File: config.mk
export PLATFORM = sky130hd
export DESIGN_NAME = digi_ota_array_flat
export DESIGN_NICKNAME = d
export VERILOG_FILES = /design/src/rtl/digi_ota_array_if.sv /design/src/rtl/digi_ota_array.sv /design/src/flat_wrapper.sv
export SDC_FILE = /design/constraint.sdc
export NUM_CORES = 1
export LEC_CHECK = 0
export ABC_AREA = 1
export BUFFER_PORTS_ARGS = -buffer_cell sky130_fd_sc_hd__buf_2
export CAP_MARGIN = 20
export CORE_UTILIZATION = 60
export DETAILED_ROUTE_END_ITERATION = 8
export GPL_TIMING_DRIVEN = 0
export PLACE_DENSITY = 0.82
export SLEW_MARGIN = 20
export SYNTH_ARGS = -nofsm -noshare
export SYNTH_HDL_FRONTEND = slang
export SYNTH_SLANG_ARGS = --single-unit
File: constraint.sdc
create_clock -name clk -period 3.2 [get_ports clk]
set_input_delay 0.48 -clock clk [delete_from_list [all_inputs] [get_ports clk]]
set_output_delay 0.48 -clock clk [all_outputs]
set_load 0.02 [all_outputs]
File: src/rtl/digi_ota_array_if.sv
// Bundles the comparator-array inputs, decisions and debug taps of digi_ota_array.
// Valid/ready: there is no backpressure; `ready` qualifies `out`, and every other output is valid on every cycle after reset.
interface digi_ota_array_if #(
    parameter int CH    = 4,
    parameter int CNT_W = 4
);
    logic                  en;
    logic [CH-1:0]         vip;
    logic [CH-1:0]         vin;
    logic [CH-1:0]         out;
    logic [CH-1:0]         out_en;
    logic [CH-1:0]         changed;
    logic                  ready;
    logic                  dbg_state;
    logic [CH*CNT_W-1:0]   dbg_cnt;

    modport master (
        output en, vip, vin,
        input  out, out_en, changed, ready, dbg_state, dbg_cnt
    );

    modport slave (
        input  en, vip, vin,
        output out, out_en, changed, ready, dbg_state, dbg_cnt
    );
endinterface

File: src/rtl/digi_ota_array.sv
// Multi-channel digital OTA: per-channel saturating integrator with hysteresis decision.
// Optional macro DIGIOTA_SYNC_EN adds a 2-flop input synchronizer on vip/vin.
module digi_ota_array #(
    parameter int CH     = 4,
    parameter int CNT_W  = 4,
    parameter int TH_HI  = 12,
    parameter int TH_LO  = 3,
    parameter int SETTLE = 8
) (
    input logic              clk,
    input logic              rst,
    digi_ota_array_if.slave  bus
);
    localparam int SW = (SETTLE < 2) ? 1 : $clog2(SETTLE);
    localparam logic [CNT_W-1:0] CNT_MAX     = {CNT_W{1'b1}};
    localparam logic [CNT_W-1:0] CNT_MID     = CNT_W'(2 ** (CNT_W - 1));
    localparam logic [CNT_W-1:0] TH_HI_C     = CNT_W'(TH_HI);
    localparam logic [CNT_W-1:0] TH_LO_C     = CNT_W'(TH_LO);
    localparam logic [SW-1:0]    SETTLE_LAST = SW'(SETTLE - 1);

    typedef enum logic {
        ST_SETTLE = 1'b0,
        ST_RUN    = 1'b1
    } state_t;

    state_t                      r_state;
    state_t                      w_state_next;
    logic [SW-1:0]               r_settle;
    logic [SW-1:0]               w_settle_next;
    logic [CH-1:0][CNT_W-1:0]    r_cnt;
    logic [CH-1:0][CNT_W-1:0]    w_cnt_next;
    logic [CH-1:0]               r_out;
    logic [CH-1:0]               w_out_next;
    logic [CH-1:0]               w_dec;
    logic [CH-1:0]               r_out_en;
    logic [CH-1:0]               r_changed;
    logic [CH-1:0]               w_chg_next;
    logic                        r_ready;
    logic                        w_ready_next;
    logic [CH-1:0]               w_vip;
    logic [CH-1:0]               w_vin;

`ifdef DIGIOTA_SYNC_EN
    logic [CH-1:0] r_vip_s1;
    logic [CH-1:0] r_vip_s2;
    logic [CH-1:0] r_vin_s1;
    logic [CH-1:0] r_vin_s2;

    // Synchronizer shifts regardless of en so a frozen array still sees fresh inputs on resume.
    always_ff @(posedge clk) begin
        if (rst) begin
            r_vip_s1 <= '0;
            r_vip_s2 <= '0;
            r_vin_s1 <= '0;
            r_vin_s2 <= '0;
        end else begin
            r_vip_s1 <= bus.vip;
            r_vip_s2 <= r_vip_s1;
            r_vin_s1 <= bus.vin;
            r_vin_s2 <= r_vin_s1;
        end
    end

    assign w_vip = r_vip_s2;
    assign w_vin = r_vin_s2;
`else
    assign w_vip = bus.vip;
    assign w_vin = bus.vin;
`endif

    always_comb begin
        w_cnt_next = r_cnt;
        w_dec      = r_out;
        for (int i = 0; i < CH; i++) begin
            if (w_vip[i] && !w_vin[i] && (r_cnt[i] != CNT_MAX)) begin
                w_cnt_next[i] = r_cnt[i] + CNT_W'(1);
            end else if (!w_vip[i] && w_vin[i] && (r_cnt[i] != '0)) begin
                w_cnt_next[i] = r_cnt[i] - CNT_W'(1);
            end
            // Thresholds act on the post-update value so a crossing shows on out at the same edge.
            if (w_cnt_next[i] >= TH_HI_C) begin
                w_dec[i] = 1'b1;
            end else if (w_cnt_next[i] <= TH_LO_C) begin
                w_dec[i] = 1'b0;
            end
        end
    end

    always_comb begin
        w_state_next  = r_state;
        w_settle_next = r_settle;
        w_out_next    = r_out;
        w_chg_next    = '0;
        w_ready_next  = r_ready;
        if (bus.en) begin
            case (r_state)
                ST_SETTLE: begin
                    w_out_next = '0;
                    if (r_settle == SETTLE_LAST) begin
                        w_state_next = ST_RUN;
                        w_ready_next = 1'b1;
                    end else begin
                        w_settle_next = r_settle + SW'(1);
                    end
                end
                ST_RUN: begin
                    w_out_next = w_dec;
                    w_chg_next = w_dec ^ r_out;
                end
                default: begin
                    w_state_next = ST_SETTLE;
                end
            endcase
        end
    end

    always_ff @(posedge clk) begin
        if (rst) begin
            r_state   <= ST_SETTLE;
            r_settle  <= '0;
            r_cnt     <= {CH{CNT_MID}};
            r_out     <= '0;
            r_out_en  <= '0;
            r_changed <= '0;
            r_ready   <= 1'b0;
        end else begin
            r_state   <= w_state_next;
            r_settle  <= w_settle_next;
            r_out     <= w_out_next;
            r_changed <= w_chg_next;
            r_ready   <= w_ready_next;
            if (bus.en) begin
                r_cnt    <= w_cnt_next;
                r_out_en <= w_vip ^ w_vin;
            end
        end
    end

    assign bus.out       = r_out;
    assign bus.out_en    = r_out_en;
    assign bus.changed   = r_changed;
    assign bus.ready     = r_ready;
    assign bus.dbg_state = r_state;
    assign bus.dbg_cnt   = r_cnt;
endmodule

File: src/flat_wrapper.sv
// flat-port wrapper written by rule: the top's interface ports become plain ports
module digi_ota_array_flat 
#(
    parameter int CH     = 4,
    parameter int CNT_W  = 4,
    parameter int TH_HI  = 12,
    parameter int TH_LO  = 3,
    parameter int SETTLE = 8
)
  (clk, rst, bus_en, bus_vip, bus_vin, bus_out, bus_out_en, bus_changed, bus_ready, bus_dbg_state, bus_dbg_cnt);
  digi_ota_array_if #(.CH(CH), .CNT_W(CNT_W)) bus_i ();
  input logic clk;
  input logic rst;
  input wire logic [$bits(bus_i.en)-1:0] bus_en;
  input wire logic [$bits(bus_i.vip)-1:0] bus_vip;
  input wire logic [$bits(bus_i.vin)-1:0] bus_vin;
  output wire logic [$bits(bus_i.out)-1:0] bus_out;
  output wire logic [$bits(bus_i.out_en)-1:0] bus_out_en;
  output wire logic [$bits(bus_i.changed)-1:0] bus_changed;
  output wire logic [$bits(bus_i.ready)-1:0] bus_ready;
  output wire logic [$bits(bus_i.dbg_state)-1:0] bus_dbg_state;
  output wire logic [$bits(bus_i.dbg_cnt)-1:0] bus_dbg_cnt;
  assign bus_i.en = bus_en;
  assign bus_i.vip = bus_vip;
  assign bus_i.vin = bus_vin;
  assign bus_out = bus_i.out;
  assign bus_out_en = bus_i.out_en;
  assign bus_changed = bus_i.changed;
  assign bus_ready = bus_i.ready;
  assign bus_dbg_state = bus_i.dbg_state;
  assign bus_dbg_cnt = bus_i.dbg_cnt;
  digi_ota_array #(.CH(CH), .CNT_W(CNT_W), .TH_HI(TH_HI), .TH_LO(TH_LO), .SETTLE(SETTLE)) u_core (.clk(clk), .rst(rst), .bus(bus_i));
endmodule
### Yosys cells after proc, flatten, opt, wreduce, memory -nomap -nowiden

Index checks and enable logic that the tools add are counted.

* bitwise logic cells: 5
* mux-type cells: 19
* order comparisons: 8
* reductions and logical operators: 31
* add/sub/neg operators: 9
* equality and inequality tests: 5

Operators with widths (count)
* $mux W4: 8
* $add A4 B1 Y4 const B: 4
* $ge A4 B4 Y1 const B: 4
* $le A4 B2 Y1 const B: 4
* $logic_and A1 B1 Y1: 16
* $ne A4 B4 Y1 const B: 4
* $reduce_bool A4 Y1: 4
* $sub A4 B1 Y4 const B: 4
* $mux W1: 10
* $logic_not A1 Y1: 8
* $pmux W4 S2: 1
* $xor A4 B4 Y4: 2
* $reduce_and A3 Y1: 2
* $add A3 B1 Y3 const B: 1
* $eq A3 B3 Y1 const B: 1
* $not A1 Y1: 3
* $reduce_or A3 Y1: 1

* logic and storage cells: 87
* flip-flop bits (word level): 33
* output and inout port bits: 30
* input port bits: 11

### Depth between registers and ports, before layout

Gate-level depths: netlist of the first run.

* word-level depth: 9
* mapped depth: 13
* mapped depth without buffers: 13

### Worst setup path before layout of the first run

Ideal clock, no wire load.

* kind: register to register
* start point: register u_core.r_cnt, in the netlist u_core.bus.dbg_cnt[4]
* end point: register u_core.r_out[1] (netlist: u_core.bus.out[1])
* required time: 3.067 ns
* clock period less this slack: 1.598 ns
* library setup time: 0.133 ns
* slack: 1.602 ns
* arrival: 1.465 ns
* path buffers: 0
* stages on the path, launching flop included: 11
* cells stage by stage: dfxtp_1 inv_1 ha_1 a21oi_1 nand3_1 nand3_1 nand2_1 nor2_2 nor2_1 nand2_1 a21oi_2

* longest elaborated chain between the ends: 8
* elaborated cells on any way between the ends: 13
* classes of those cells: 2 x add/sub; 2 x order compare; 1 x eq/ne; 5 x mux; 3 x reduce/logical

RTL lines
* from (decl): RTL line digi_ota_array.sv:30 `logic [CH-1:0][CNT_W-1:0] r_cnt;`
* from (signal assigned): RTL line digi_ota_array.sv:121 `r_cnt <= {CH{CNT_MID}};`
* from (signal assigned): RTL line digi_ota_array.sv:133 `r_cnt <= w_cnt_next;`
* branches (longest 3 deep; another with $sub A4 B1 Y4)
* $mux W4 *: RTL line digi_ota_array.sv:75 `if (w_vip[i] && !w_vin[i] && (r_cnt[i] != CNT_MAX)) begin`
* $le A4 B2 Y1: RTL line digi_ota_array.sv:83 `end else if (w_cnt_next[i] <= TH_LO_C) begin`
* $mux W1: RTL line digi_ota_array.sv:83
* $mux W1 *: RTL line digi_ota_array.sv:81 `if (w_cnt_next[i] >= TH_HI_C) begin`
* $pmux W4 S2 *: RTL line digi_ota_array.sv:96 `case (r_state)`
* to (signal assigned): RTL line digi_ota_array.sv:129 `r_out <= w_out_next;`
* to (decl): RTL line digi_ota_array.sv:32 `logic [CH-1:0] r_out;`

Every way passes the cells marked *.
A chain may end at the register's enable or synchronous reset.

### Worst setup path after layout of the first run

* start point: register u_core.r_cnt, in the netlist u_core.bus.dbg_cnt[8]
* end point: register u_core.r_out[2] (netlist: u_core.bus.out[2])

Same word-level chain as after synthesis.

==> results.toml, run 1 <==
[timing]
hold_violations = 0
setup_viol = 0
skew_ps = 8.160
finalCritPeriodShare = 0.5321
clock.fmax_ghz = 0.5873
final_max_slew_viol_count = 0
timing.final.ws_setup_ps = 1497
slew_headroom = 0.6391
period_minus_slack_ps = 1703
fin_tns_setup_ps = 0
tightest_slew_ps = 541.3
rsz0062_at_grt = "false"

[route]
finalWirelength_microns = 4539
drtAntennaViolNets = 0
viasPerCell = 5.270
drt_iter0_drc = 152
drt_pass1_iterations = 4
vias = 2071
drc = 0
wl_per_cell_microns = 11.55

[worst_setup_path]
r2r-start = "u_core.bus.dbg_cnt[8]$_SDFFE_PP0P_"
worstPathRequired_ps = 3410
cp-start-kind = "register"
path_max_fanout = 5
critPathLaunch = "u_core.bus.dbg_cnt[8]$_SDFFE_PP0P_"
path_class = "reg2reg"
arrival_ps = 1910
crit_path_end_kind = "register"

[synthesis]
avgSynthCellArea_sq_um = 7.215
yosysTopAreaCell = "dfxtp_1"
yosys_warnings = 0
synth_nets = 329
ys_seq_area_frac = 0.3052
async_reset_ff_frac = 0
synth_top_cells_by_count = "nand2_1 (60), inv_1 (40), dfxtp_1 (33), a21oi_1 (26), nand3_1 (24)"
ys_types = 35
yosysTopAreaCellShare = 0.3052
netlist_top_cells_area = "dfxtp_1 (31%), ha_1 (10%), nand2_1 (10%)"
synth_ff_type = "dfxtp_1"
synth_most_common_cell = "nand2_1"
syn_inst = 300
synth_edf_count = 0
synth_seq_cells = 33
syn_area_sq_um = 2165

[die]
coreArea_sq_um = 3390
start_util = 0.6386
rows = 21
pin_count = 41
fp.dieW_microns = 62.07
die_y_microns = 62.07
die-area_sq_um = 3852

[cts]
cts_tree = "built"
clk_pin_slew_ps = 100
postCtsSetupBuffers = 0
clk_path_buf_depth = 2
root_buffer = "clkbuf_4"
cts-resized-gates = 0
cts_made_buffers = 5
clock_latency_ps = 340
cts.sinks = 33
hold_buffers = 0
htree_levels = 2

[placed_design]
post-place-ws_ps = 1461
gp_congestion = 0.9199
dp_hpwl_microns = 3374
portBuffers = 40
place_area_sq_um = 2422

[finish]
final_cell_area_sq_um = 2477
fillers = 305
area_growth_pct = 14.45
multiInputGateArea_sq_um = 1281
diodes = 0
finalNetCount = 376
regArea_sq_um = 660.6
final_layout_size_suffix_gt1_frac = 0.2478

[grt]
overflow = 0
grt_pass1_wl_microns = 7279
grt_max_degree = 11
antenna_found_initial = 0
grt_pass1_vias = 1768
grtUsageTotal = 0.2558

[flow_run]
maxCapViolations = 0

[power_and_ir_drop]
ir_worst_vdd_mv = 0.1990
pwr_density_cell_nw_per_um2 = 391.9
cellLeakagePower_nw = 1.301
power.total_w = 0.0009709

[min_path]
hold_start = "rst"
holdCritPathClass = "in2reg"

[run_status]
outcome = "finished clean"
## worst paths after layout
kind	endpoint	slack, ps	cells after the start
setup / recovery	u_core.bus.out[2]$_SDFFE_PP0P_	1500	10
hold / removal	u_core.bus.dbg_cnt[3]$_SDFFE_PP1P_	430	3
setup reg to reg	u_core.bus.out[2]$_SDFFE_PP0P_	1500	10
hold reg to reg	u_core.r_settle[0]$_SDFFE_PP0P_	480	2
## layout make-up
cell class              count  area share
clock buffers               7     0.02222
inverters                  45     0.06818
well taps                  46     0.02323
plain buffers               8     0.02172
repair buffers             40     0.08081
multi-input cells         214      0.5172
flip-flops and latches     33      0.2667
## through the flow
stage          hold slack [ps]    util  std cells
6_report                 434.2  0.7309        393
5_1_grt                  431.7  0.7309        393
4_1_cts                  422.8  0.7309        393
3_5_place_dp             461.4  0.7147        386
3_3_place_gp             459.6  0.7147        386
2_1_floorplan            443.3       -        300
## state kept, by name, summed over array words and instances, names as in the netlist, named ones only
| register | count |
|---|---|
| u_core.bus.changed | 4 |
| u_core.bus.dbg_cnt | 15 |
| u_core.bus.dbg_state | 1 |
| u_core.bus.out | 4 |
| u_core.bus.out_en | 4 |
| u_core.bus.ready | 1 |
| u_core.r_settle | 3 |
## per-layer routing
metal  part of all wire  up-vias  global-route usage
li1                   -     1067                   -
met1               0.45      939              0.3325
met2               0.47       58              0.4058
met3              0.054        7             0.05590
met4              0.018        0              0.1143
met5                  0        -                   0
## logic make-up after synthesis
group	synth area share
xor gates and xnor gates	0.03237
DFF	0.3052
buffers and inverters	0.1029
adders and majority gates	0.1040
and+or+nand+nor	0.2832
AOI/OAI and AO/OA	0.1723
## worst max-delay path, stage by stage (launching register included)
cell,delay [ps]
dfxtp_1,410
inv_1,110
ha_1,260
nand2_1,130
nand2_1,60
nand2_1,50
nand2_1,50
a21boi_2,260
a21oi_1,120
nand2_1,80
a21oi_2,50
## power breakdown
| part | leakage [nW] | internal [W] | switching, W |
|---|---|---|---|
| logic | 0.999 | 0.0000978 | 0.000169 |
| registers | 0.271 | 0.000435 | 0.0000239 |
| clock network | 0.0314 | 0.000104 | 0.000141 |
## placed cells by master, fill, tap and decap left out, types with 5 or more instances in the layout
master	count
dfxtp_1	33
nand2_2	7
inv_2	5
a21oi_1	26
nand2_1	60
buf_2	41
nor2_1	11
inv_1	40
nand3_2	7
xor2_1	7
nand3_1	24
ha_1	18
o21ai_0	20
clkbuf_4	5
No activity file was read; power rests on OpenSTA's default activity.
==> inputs of run 2 (changes only) <==
Settings changed: ABC_AREA 1 to 0, CORE_UTILIZATION 60 to 50, PLACE_DENSITY 0.82 to 0.73.
Clock period 3.2 ns to 1.5 ns, I/O delays scaled along.
==> results.toml, run 2 <==
[timing]
tightest_slew_ps = 645.6
final_max_slew_viol_count = 0
slew_headroom = 0.5696
period_minus_slack_ps = 1745
setup_viol = 12
fin_tns_setup_ps = -2135
finalCritPeriodShare = 1.163
clock.fmax_ghz = 0.5732
rsz0062_at_grt = "true"
skew_ps = 8.573
timing.final.ws_setup_ps = -244.7
hold_violations = 0

[cts]
clock_latency_ps = 290
hold_buffers = 0
root_buffer = "clkbuf_8"
clk_path_buf_depth = 2
cts_made_buffers = 5
cts_tree = "built"
cts.sinks = 33
htree_levels = 2
clk_pin_slew_ps = 70

[synthesis]
synth_nets = 299
synth_seq_cells = 33
syn_inst = 270
yosys_warnings = 0
yosysTopAreaCellShare = 0.3110
synth_top_family_by_area = "compound AO/OA/AOI/OAI gates"
syn_area_sq_um = 2125
synthAdderAreaFrac = 0.1060
synthSimpleGateAreaFrac = 0.1938
yosysTopAreaCell = "dfxtp_1"
netlist_top_cells_area = "dfxtp_1 (31%), ha_1 (11%), inv_1 (5.1%)"
synth_edf_count = 0
ys_seq_area_frac = 0.3110
async_reset_ff_frac = 0
synth_most_common_cell = "dfxtp_1"
synth_ff_type = "dfxtp_1"
ys_types = 35
synth_compound_area_frac = 0.2585
avgSynthCellArea_sq_um = 7.869
synth-xor-area-share = 0.02061
muxShareOfSynthArea = 0.03239
synth_top_cells_by_count = "dfxtp_1 (33), inv_1 (29), nand2_1 (23), nor2_1 (22), ha_1 (18)"

[power_and_ir_drop]
cellLeakagePower_nw = 1.245
p_sw_w = 0.0007908
ir_worst_vdd_mv = 0.5478
sw_frac_of_total = 0.3368
p_clk_frac = 0.279
seq_power_share = 0.419
pwr_density_cell_nw_per_um2 = 808.9
p_int_w = 0.001557
combinationalPowerShare = 0.301

[worst_setup_path]
reg2reg_setup_slack_ps = -240
worstPathRequired_ps = 1690
crit_path_end_kind = "register"
arrival_ps = 1940
cp-start-kind = "register"
critPathLaunch = "u_core.bus.dbg_cnt[9]$_SDFFE_PP0P_"
path_class = "reg2reg"
worstReg2RegEnd = "u_core.bus.changed[2]$_SDFF_PP0_"
path_max_fanout = 5
ff2ff_path_depth = 5
r2r-start = "u_core.bus.dbg_cnt[9]$_SDFFE_PP0P_"

[route]
drt_iter0_drc = 154
viasPerCell = 5.793
wl_per_cell_microns = 15.35
drt_pass1_iterations = 4
drc = 0
drtAntennaViolNets = 0
finalWirelength_microns = 5772
vias = 2178

[placed_design]
dp_cells = 360
gp_congestion = 0.8021
portBuffers = 40
dp_hpwl_microns = 3519
post-place-ws_ps = -324.6

[die]
die-area_sq_um = 4514
pin_count = 41
coreArea_sq_um = 4029
rows = 23
die_y_microns = 67.19
fp.dieW_microns = 67.19
start_util = 0.5273

[min_path]
holdCritPathClass = "in2reg"
hold_path_end = "u_core.bus.dbg_cnt[9]$_SDFFE_PP0P_"
hold_start = "rst"
holdPathStages = 2

[grt]
grt_pass1_wl_microns = 8507
antenna_found_initial = 0
grtUsageTotal = 0.2533
grt_max_degree = 11
overflow = 0
grt_pass1_vias = 1915

[finish]
final_cell_mix = "buf_2 (40), inv_1 (26), nand2_1 (23)"
final_layout_size_suffix_gt1_frac = 0.3742
layout.cells.non_filler = 376
largest_register_ff_count = 15
finalNetCount = 355
layout_commonest_cell = "buf_2"
area_growth_pct = 36.63
fillers = 316
diodes = 0
fin_util = 0.7205

[flow_run]
maxCapViolations = 0

[run_status]
violations = "negative setup slack"
outcome = "finished with violations"
==> run 2: cell type report <==
class                           instances  area, sq um  area share
Buffer                                  7        27.53    0.009483
Clock buffer                            6        72.57     0.02500
Clock inverter                          1        5.005    0.001724
Inverter                               30        112.6     0.03879
Multi-Input combinational cell        196         1622      0.5586
Sequential cell                        33        688.2      0.2371
Tap cell                               50        62.56     0.02155
Timing Repair Buffer                   53        312.8      0.1078
==> run 2: worst max-delay path by stage <==
stage | endpoint | slack [ps] | depth (start not counted)
floorplan | u_core.bus.changed[2]$_SDFF_PP0_ | -250 | 6
detailed placement | u_core.bus.changed[1]$_SDFF_PP0_ | -320 | 8
global placement | u_core.bus.changed[3]$_SDFF_PP0_ | -320 | 8
finish | u_core.bus.changed[2]$_SDFF_PP0_ | -240 | 5
global route | u_core.bus.changed[0]$_SDFF_PP0_ | -300 | 7
CTS | u_core.bus.changed[0]$_SDFF_PP0_ | -230 | 5
==> run 2: power groups by stage <==
stage	Clock, W	Sequential (W)	Combinational [W]
after floorplan	0	0.00103	0.000356
after global placement	0	0.000990	0.000525
after detailed placement	0	0.000992	0.000537
after CTS	0.000668	0.000981	0.000597
after global routing	0.000692	0.000992	0.000771
final	0.000656	0.000984	0.000708
==> run 2: layer usage <==
metal | up-vias | GRT usage | wire (microns)
met2 | 52 | 0.4250 | 2726
met1 | 1038 | 0.3087 | 2695
met5 | - | 0 | 0
li1 | 1076 | - | -
met4 | 0 | 0.1090 | 120
met3 | 12 | 0.05574 | 229
==> run 2: worst max-delay path, stage by stage (launching register included) <==
cell and delay, ps:
dfxtp_4 360, or3_4 380, o31a_1 240, mux2_4 310, and3_4 180, o21a_1 170
==> run 2: cells by family after synthesis <==
family,count (synthesis)
buffers and inverters,41
adders and majority gates,18
and+or+nand+nor,86
AOI/OAI and AO/OA,81
xor gates and xnor gates,5
muxes,6
DFF,33
==> run 2: through the flow <==
stage                     hold WS (ps)  power [W]  cell area [sq um]
final                            180.4   0.002348               2903
after floorplan                  331.8   0.001391               2172
after CTS                        179.7   0.002246               2646
after global routing             180.3   0.002456               2903
after global placement           451.5   0.001516               2435
after detailed placement         466.8   0.001528               2435
==> run 2: what timing repair did <==
action	CTS	global route
resized for setup	28	46
setup buffers	8	5
pin swaps	18	11
setup endpoints to repair	18	24
==> inputs of run 3 (changes only) <==
Settings changed: CORE_UTILIZATION 50 to 59, PLACE_DENSITY 0.73 to 0.81.
Clock period 1.5 ns to 2.12 ns, I/O delays scaled along.
==> results.toml, run 3 (same netlist as run 2, synthesis figures left out) <==
[timing]
skew_ps = 13.55
period_minus_slack_ps = 1826
timing.final.ws_setup_ps = 294.4
fin_tns_setup_ps = 0
tightest_slew_ps = 588.3
finalCritPeriodShare = 0.8611
slew_headroom = 0.6070
setup_viol = 0
clock.fmax_ghz = 0.5478
final_max_slew_viol_count = 0
hold_violations = 0
rsz0062_at_grt = "false"

[min_path]
hold_start = "rst"
holdCritPathClass = "in2reg"
holdPathStages = 2
hold_path_end = "u_core.bus.dbg_cnt[9]$_SDFFE_PP0P_"

[finish]
largest_register_ff_count = 15
area_growth_pct = 14.55
final_layout_size_suffix_gt1_frac = 0.1792
diodes = 0
layout_commonest_cell = "buf_2"
fin_util = 0.7180
final_cell_mix = "buf_2 (43), dfxtp_1 (33), inv_1 (29)"
finalNetCount = 346

[route]
vias = 2065
drt_pass1_iterations = 5
wl_per_cell_microns = 13.04
drtAntennaViolNets = 0
drc = 0
drt_iter0_drc = 130
finalWirelength_microns = 4748
viasPerCell = 5.673

[placed_design]
dp_hpwl_microns = 3415
gp_congestion = 0.8111
post-place-ws_ps = 188.4
portBuffers = 40

[worst_setup_path]
path_max_fanout = 5
cp-start-kind = "register"
r2r-start = "u_core.bus.dbg_cnt[12]$_SDFFE_PP0P_"
arrival_ps = 2040
worstPathRequired_ps = 2340
ff2ff_path_depth = 6
worstReg2RegEnd = "u_core.bus.changed[3]$_SDFF_PP0_"
reg2reg_setup_slack_ps = 290
path_class = "reg2reg"
critPathLaunch = "u_core.bus.dbg_cnt[12]$_SDFFE_PP0P_"
crit_path_end_kind = "register"

[cts]
cts_tree = "built"
cts-resized-gates = 0
hold_buffers = 0
postCtsSetupBuffers = 0
htree_levels = 2
root_buffer = "clkbuf_4"
cts.sinks = 33
clk_path_buf_depth = 2
clock_latency_ps = 340
cts_made_buffers = 5
clk_pin_slew_ps = 100

[grt]
grt_max_degree = 11
grt_pass1_vias = 1686
overflow = 0
grt_pass1_wl_microns = 7417
grtUsageTotal = 0.2663
antenna_found_initial = 0

[die]
die-area_sq_um = 3845
pin_count = 41
start_util = 0.6268
die_y_microns = 62.01
fp.dieW_microns = 62.01
coreArea_sq_um = 3390
rows = 21

[run_status]
outcome = "finished clean"

[power_and_ir_drop]
cellLeakagePower_nw = 1.146
ir_worst_vdd_mv = 0.4426
pwr_density_cell_nw_per_um2 = 572.7

[flow_run]
maxCapViolations = 0
[run 3: layout make-up]
class,instances,area [sq um]
multi-input cells,196,1299
fillers,285,955.9
flip-flops and latches,33,660.6
repair buffers,40,200.2
inverters,30,112.6
well taps,46,57.56
plain buffers,11,52.55
clock buffers,6,41.29
clock inverters,2,10.01
[run 3: worst max path at each step]
| stage | endpoint | cells past startpoint |
|---|---|---|
| after CTS | u_core.bus.changed[2]$_SDFF_PP0_ | 6 |
| after floorplan | u_core.bus.changed[1]$_SDFF_PP0_ | 6 |
| after global placement | u_core.bus.changed[3]$_SDFF_PP0_ | 8 |
| after detailed placement | u_core.bus.changed[3]$_SDFF_PP0_ | 8 |
| final | u_core.bus.changed[3]$_SDFF_PP0_ | 6 |
| after global routing | u_core.bus.out[1]$_SDFFE_PP0P_ | 7 |
[run 3: power breakdown]
group          leakage, nW  internal [W]  total, W  switching [W]
Clock               0.0320      0.000126  0.000337       0.000211
Combinational        0.845      0.000150  0.000373       0.000223
Sequential           0.269      0.000652  0.000684      0.0000320
Total                 1.15      0.000928   0.00139       0.000466
[run 3: worst max-delay path, cell delays in order (launching register included)]
cell,delay [ps]
dfxtp_1,400
inv_1,90
ha_1,260
o31a_1,300
mux2_2,310
and3_1,170
o21a_1,190
[run 3: routing by layer]
layer,part of all wire,track usage
met2,0.46,0.4316
met1,0.47,0.3413
met4,0.0076,0.08889
met3,0.066,0.07246
met5,0,0
[run 3: per-stage QoR]
stage,instances,instance area [sq um],hold WS [ps],total power [W]
2_1_floorplan,270,2125,432.3,0.0009722
3_3_place_gp,356,2382,454.0,0.001056
3_5_place_dp,356,2382,463.6,0.001066
4_1_cts,364,2434,228.2,0.001403
5_1_grt,364,2434,238.2,0.001482
6_report,364,2434,237.5,0.001394
